**config.mk**
```make
export PLATFORM = sky130hd
export DESIGN_NAME = rr_mux_arbiter
export DESIGN_NICKNAME = d
export VERILOG_FILES = /design/src/rtl/rr_mux_pkg.sv /design/src/rtl/rr_grant.sv /design/src/rtl/rr_mux_arbiter.sv
export SDC_FILE = /design/constraint.sdc
export NUM_CORES = 1
export LEC_CHECK = 0
export CELL_PAD_IN_SITES_DETAIL_PLACEMENT = 0
export CELL_PAD_IN_SITES_GLOBAL_PLACEMENT = 1
export CORE_MARGIN = 5
export CORE_UTILIZATION = 28
export DETAILED_ROUTE_END_ITERATION = 8
export PLACE_DENSITY = 0.87
export SYNTH_ARGS = -nofsm -noshare
export SYNTH_HDL_FRONTEND = slang
export SYNTH_SLANG_ARGS = --single-unit
export TNS_END_PERCENT = 1
```
**constraint.sdc**
```tcl
create_clock -name clk -period 2.2 [get_ports clk]
set_input_delay 0.22 -clock clk [delete_from_list [all_inputs] [get_ports clk]]
set_output_delay 0.22 -clock clk [all_outputs]
set_load 0.05 [all_outputs]
```
**src/rtl/rr_mux_pkg.sv**
```systemverilog
// rr_mux_pkg: shared constants for the round-robin mux arbiter.
package rr_mux_pkg;
  localparam logic SRC_I0 = 1'b0;
  localparam logic SRC_I1 = 1'b1;
  localparam int DEF_WIDTH = 8;
  localparam int STATS_W = 16;
endpackage

```
**src/rtl/rr_grant.sv**
```systemverilog
// rr_grant: combinational round-robin grant with the last_grant flop.
// last_grant only moves on a handshake, so a waiting source keeps its grant.
module rr_grant
  import rr_mux_pkg::*;
(
  input  logic clk,
  input  logic rst,
  input  logic i0_valid,
  input  logic i1_valid,
  input  logic i_hs,
  output logic o_grant
);
  logic r_last;
  always_comb o_grant = (i0_valid && i1_valid) ? ~r_last :
                        i0_valid ? SRC_I0 :
                        i1_valid ? SRC_I1 : r_last;
  always_ff @(posedge clk or posedge rst)
    if (rst) r_last <= SRC_I1;
    else if (i_hs) r_last <= o_grant;
endmodule

```
**src/rtl/rr_mux_arbiter.sv**
```systemverilog
// rr_mux_arbiter: two-input round-robin arbiter driving a 2:1 mux select, with a registered output stage.
// Define RR_MUX_ARBITER_STATS_EN to add per-source handshake counters cnt0/cnt1.
module rr_mux_arbiter
  import rr_mux_pkg::*;
#(
  parameter int WIDTH = DEF_WIDTH
) (
  input  logic             clk,
  input  logic             rst,
  input  logic             i0_valid,
  input  logic [WIDTH-1:0] i0_data,
  output logic             i0_ready,
  input  logic             i1_valid,
  input  logic [WIDTH-1:0] i1_data,
  output logic             i1_ready,
  output logic             sel,
  output logic             out_valid,
  output logic [WIDTH-1:0] out_data,
  output logic             out_src,
  input  logic             out_ready
`ifdef RR_MUX_ARBITER_STATS_EN
  ,
  output logic [STATS_W-1:0] cnt0,
  output logic [STATS_W-1:0] cnt1
`endif
);
  logic w_grant, w_accept, w_hs;
  logic r_out_valid, r_out_src;
  logic [WIDTH-1:0] r_out_data;
  rr_grant u_grant (
    .clk      (clk),
    .rst      (rst),
    .i0_valid (i0_valid),
    .i1_valid (i1_valid),
    .i_hs     (w_hs),
    .o_grant  (w_grant)
  );
  // the output stage may load in the same cycle it drains
  assign w_accept  = !r_out_valid || out_ready;
  assign i0_ready  = w_accept && i0_valid && (w_grant == SRC_I0);
  assign i1_ready  = w_accept && i1_valid && (w_grant == SRC_I1);
  assign w_hs      = i0_ready || i1_ready;
  assign sel       = w_grant;
  assign out_valid = r_out_valid;
  assign out_data  = r_out_data;
  assign out_src   = r_out_src;
  always_ff @(posedge clk or posedge rst)
    if (rst) begin
      r_out_valid <= 1'b0;
      r_out_data  <= '0;
      r_out_src   <= SRC_I0;
    end else if (w_hs) begin
      r_out_valid <= 1'b1;
      r_out_data  <= (w_grant == SRC_I1) ? i1_data : i0_data;
      r_out_src   <= w_grant;
    end else if (out_ready) r_out_valid <= 1'b0;
`ifdef RR_MUX_ARBITER_STATS_EN
  logic [STATS_W-1:0] r_cnt0, r_cnt1;
  always_ff @(posedge clk or posedge rst)
    if (rst) begin
      r_cnt0 <= '0;
      r_cnt1 <= '0;
    end else begin
      if (i0_ready) r_cnt0 <= r_cnt0 + 1'b1;
      if (i1_ready) r_cnt1 <= r_cnt1 + 1'b1;
    end
  assign cnt0 = r_cnt0;
  assign cnt1 = r_cnt1;
`endif
endmodule

```
# Word-level counts from Yosys, hierarchy flattened
# Cells that the tools add are included.
# W data, S select, Z words.
[word_totals] regBits=11 out_inout_bits=13
[op_classes] n_mux=6 bitwise_logic=2 n_reduce_logical=9
[op_table] op="$mux W8" n=1
[op_table] op="$logic_and A1 B1 Y1" n=5
[op_table] op="$mux W1" n=5
[op_table] op="$logic_or A1 B1 Y1" n=2
[op_table] op="$not A1 Y1" n=2
[op_table] op="$reduce_bool A2 Y1" n=1
[op_table] op="$logic_not A1 Y1" n=1

# Longest topological paths before layout
[depth] depth_word=7 ltp_mapped=5

# Modules after synthesis
# From an unflattened synthesis, not the netlist that was laid out.
[hier_totals] hier_cells=45 hier_area_um2=586.8
[by_module_without_submodules] module="rr_mux_arbiter" n_inst=1 cells_per_inst=39 area_each_um2=531.8 seq_area_each_um2=250.2
[by_module_without_submodules] module="rr_grant" n_inst=1 cells_per_inst=6 area_each_um2=55.1 seq_area_each_um2=26.3

# Worst setup path before layout
# No wires, ideal clock.
[synth_timing] path_kind="register to output" start="register r_out_valid, in the netlist out_valid" end="output port i0_ready" arrival_ns=1.605 path_slack_ns=0.375 stages_incl_launch_ff=4 n_path_buf=0 path_cell_list="dfrtp_1 -> nand2b_1 -> nand2_1 -> a21oi_1"
[synth_between] elab_chain_cells=4
[synth_rtl] element="from (decl)" line="rr_mux_arbiter.sv:28" text="logic r_out_valid, r_out_src;"
[synth_rtl] element="from (signal assigned)" line="rr_mux_arbiter.sv:49" text="r_out_valid <= 1'b0;"
[synth_rtl] element="from (signal assigned)" line="rr_mux_arbiter.sv:53" text="r_out_valid <= 1'b1;"
[synth_rtl] element="from (signal assigned)" line="rr_mux_arbiter.sv:56" text="end else if (out_ready) r_out_valid <= 1'b0;"
[synth_rtl] element="$logic_not A1 Y1" line="rr_mux_arbiter.sv:39" text="assign w_accept = !r_out_valid || out_ready;"
[synth_rtl] element="$logic_or A1 B1 Y1" line="rr_mux_arbiter.sv:39"
[synth_rtl] element="$logic_and A1 B1 Y1 (2 in series)" line="rr_mux_arbiter.sv:40" text="assign i0_ready = w_accept && i0_valid && (w_grant == SRC_I0);"
[synth_rtl] element="to (decl)" line="rr_mux_arbiter.sv:12" text="output logic i0_ready,"
# No other way between the ends.

# Final worst setup path
[layout_timing] start="register u_grant.r_last" end="output port i1_ready"
[layout_between] elab_chain_cells=4 word_cells_on_any_way=5 cone_classes="mux: 3; bitwise: 1; reduce/logical: 1"
[layout_rtl] element="from (decl)" line="rr_grant.sv:13" text="logic r_last;"
[layout_rtl] element="from (signal assigned)" line="rr_grant.sv:19" text="else if (i_hs) r_last <= o_grant;"
[layout_rtl] element="$mux W1" line="rr_grant.sv:16" text="i1_valid ? SRC_I1 : r_last;"
[layout_rtl] element="$mux W1" line="rr_grant.sv:15" text="i0_valid ? SRC_I0 :"
[layout_rtl] element="$mux W1 (*)" line="rr_grant.sv:14" text="always_comb o_grant = (i0_valid && i1_valid) ? ~r_last :"
[layout_rtl] element="$logic_and A1 B1 Y1 (*)" line="rr_mux_arbiter.sv:41" text="assign i1_ready = w_accept && i1_valid && (w_grant == SRC_I1);"
[layout_rtl] element="to (decl)" line="rr_mux_arbiter.sv:15" text="output logic i1_ready,"
# Mark *: on every way between the ends. The rest lies on a longest branch, timed or not.

==> flow_summary.toml <==
[routing]
drt_first_iter_violations = 11
wire_per_inst_um = 13.0
ant_nets = 0
dr.max_layer_used = "met4"
wl_met2_um = 879
vias_per_cell = 4.84
wl_met1_um = 591
dr.pass1.iters = 4
vias = 610
dr_wl_met3_um = 90
wl_um = 1640
drc = 0

[place]
portBuffers = 33
place_area_um2 = 992
place.gp.congestion = 0.791
dp_hpwl_um = 1360

[yosys]
synthMuxAreaShare = 0
yosys_warnings = 0
synth_edf_count = 0
ys_top_cells_by_count = "a21oi_1 (10), dfrtp_1 (10), a31oi_2 (8), nand3_1 (8), o21ai_0 (8)"
synth-main-ff-cell = "dfrtp_1"
synth_nets = 86
synth.distinct_cells = 20
syn_area_per_cell_um2 = 9.61
synth_top_family_by_area = "compound AO/OA/AOI/OAI gates"
synth-adder-area-share = 0
yosys.area.top_type = "dfrtp_1"
yosysSeqAreaShare = 0.443
synth-compound-area-share = 0.327
synthCells = 65
synth_area_leaders = "dfrtp_1 (40%), a31oi_2 (16%), a21oi_1 (8.0%), nand3_1 (6.4%), o21ai_0 (6.4%)"
synth-xor-area-share = 0
synthArstFlopShare = 1.00
syn_area_um2 = 624
yosysTopAreaCellShare = 0.401
yosys.area_share.simple = 0.162
synth-seq-cells = 11

[cells_and_area]
area_delta_synth_final_pct = 63.1
seq_area_um2 = 277
fillers = 221
postLayoutCellArea_um2 = 1020
final_util = 0.469
nets = 120
multi_input_area_um2 = 305
antennaDiodeCount = 0
drive_gt1_frac = 0.173

[global_routing]
grt_pass1_wl_um = 2810
antenna_found_initial = 0
grt_max_degree = 13
track_usage = 0.114
grt_overflow_total = 0
grt_pass1_vias = 686

[clock_tree]
cts-resized-gates = 0
cts_tree = "done"
cts.sinks = 11
root_buffer = "clkbuf_4"
h-tree-depth = 1
clk_latency_ps = 270
cts_hold_buf = 0
cts_inserted_buffers = 3
clock_path_buffers = 2
clk_pin_slew_worst_paths_ps = 70
cts_setup_buffers = 0

[worst_setup_path]
critPathRequiredTime_ps = 1980
end_kind = "primary output"
path_class = "register to primary output"
cp-start-kind = "register"
worstPathMaxFanout = 9
reg2reg_depth = 3
crit_arrival_ps = 1520

[timing]
fmax_ghz = 0.574
slew_viol_final = 0
clock-skew-final_ps = 4.12
worstMarginPinSlew_ps = 505
fin_tns_setup_ps = 0
setup_viol = 0
rsz0062_at_grt = "false"
slew_headroom = 0.662
period_needed_ps = 1740
period_share = 0.792
hold_viol_final = 0

[floorplan]
start_util = 0.288
pin_count = 34
dieHeight_um = 57.2
die_area_um2 = 3270
fp.coreArea_um2 = 2170
die_w_um = 57.2
num_rows = 17

[status]
outcome = "finished, final reports clean"

[run]
maxCapViolCount = 0

[min_path]
min_path_type = "input port to asynchronous set/reset pin"

[power_and_ir_drop]
leakage_nw = 0.392
peakVddDrop_mv = 0.478
p_per_area_nw_per_um2 = 813
layer usage:
metal	global-route usage	vias up
li1	-	300
met1	0.108	279
met2	0.202	23
met3	0.0385	8
met4	0.0828	0
met5	0	-
cell families (layout without fill, tap and decap cells):
kind of cell	Yosys count	count (layout)
AO/OA/AOI/OAI	28	28
buffers and inverters	7	40
flip-flops	11	11
AND/OR/NAND/NOR	19	19
power breakdown:
| part | switching (mW) | internal, mW | total, mW |
|---|---|---|---|
| sequential | 0.0246 | 0.244 | 0.269 |
| combinational | 0.256 | 0.166 | 0.422 |
| clock | 0.0666 | 0.0703 | 0.137 |
| total | 0.347 | 0.481 | 0.828 |
worst max-delay path: stages, from the launching register on:
cell and delay, ps:
dfstp_2 580, nand2_1 200, and3_1 300, buf_12 160
cell type report:
class / count / share of cell area
multi-input combinational: 47 / 0.300
sequential: 11 / 0.271
tap: 28 / 0.0344
timing repair buffer: 34 / 0.361
inverter: 2 / 0.00737
clock buffer: 4 / 0.0258
placed cells by master (no fill, tap or decap), types with 2 or more instances in the layout:
cell / count
clkdlybuf4s50_1: 30
a21oi_1: 10
dfrtp_1: 10
nand3_1: 8
o21ai_0: 8
a31oi_2: 8
clkbuf_4: 3
buf_12: 3
nand2b_1: 2
or2_1: 2
nand2_1: 2
nor2_1: 2
inv_1: 2
final timing paths:
check / start / endpoint / slack, ps
worst min-delay path: rst / out_data[5] / 240
max in group asynchronous: rst / u_grant.r_last / 1630
worst min register to register: out_src / out_src / 490
min in group clk: out_src / out_src / 490
worst max register to register: u_grant.r_last / out_src / 840
worst max-delay path: u_grant.r_last / i1_ready / 460
metrics by stage:
step	worst slack (ps)	power [mW]	cells	hold WS [ps]
6_report	457	0.828	126	242
5_1_grt	384	0.878	126	281
4_1_cts	453	0.840	126	250
3_5_place_dp	557	0.700	122	481
3_3_place_gp	580	0.693	122	473
2_1_floorplan	375	0.540	65	71.7
registers in the layout, indices dropped and copies added, names as in the netlist:
signal          cells
out_data            8
out_src             1
out_valid           1
u_grant.r_last      1
No activity file was read; power rests on OpenSTA's default activity.
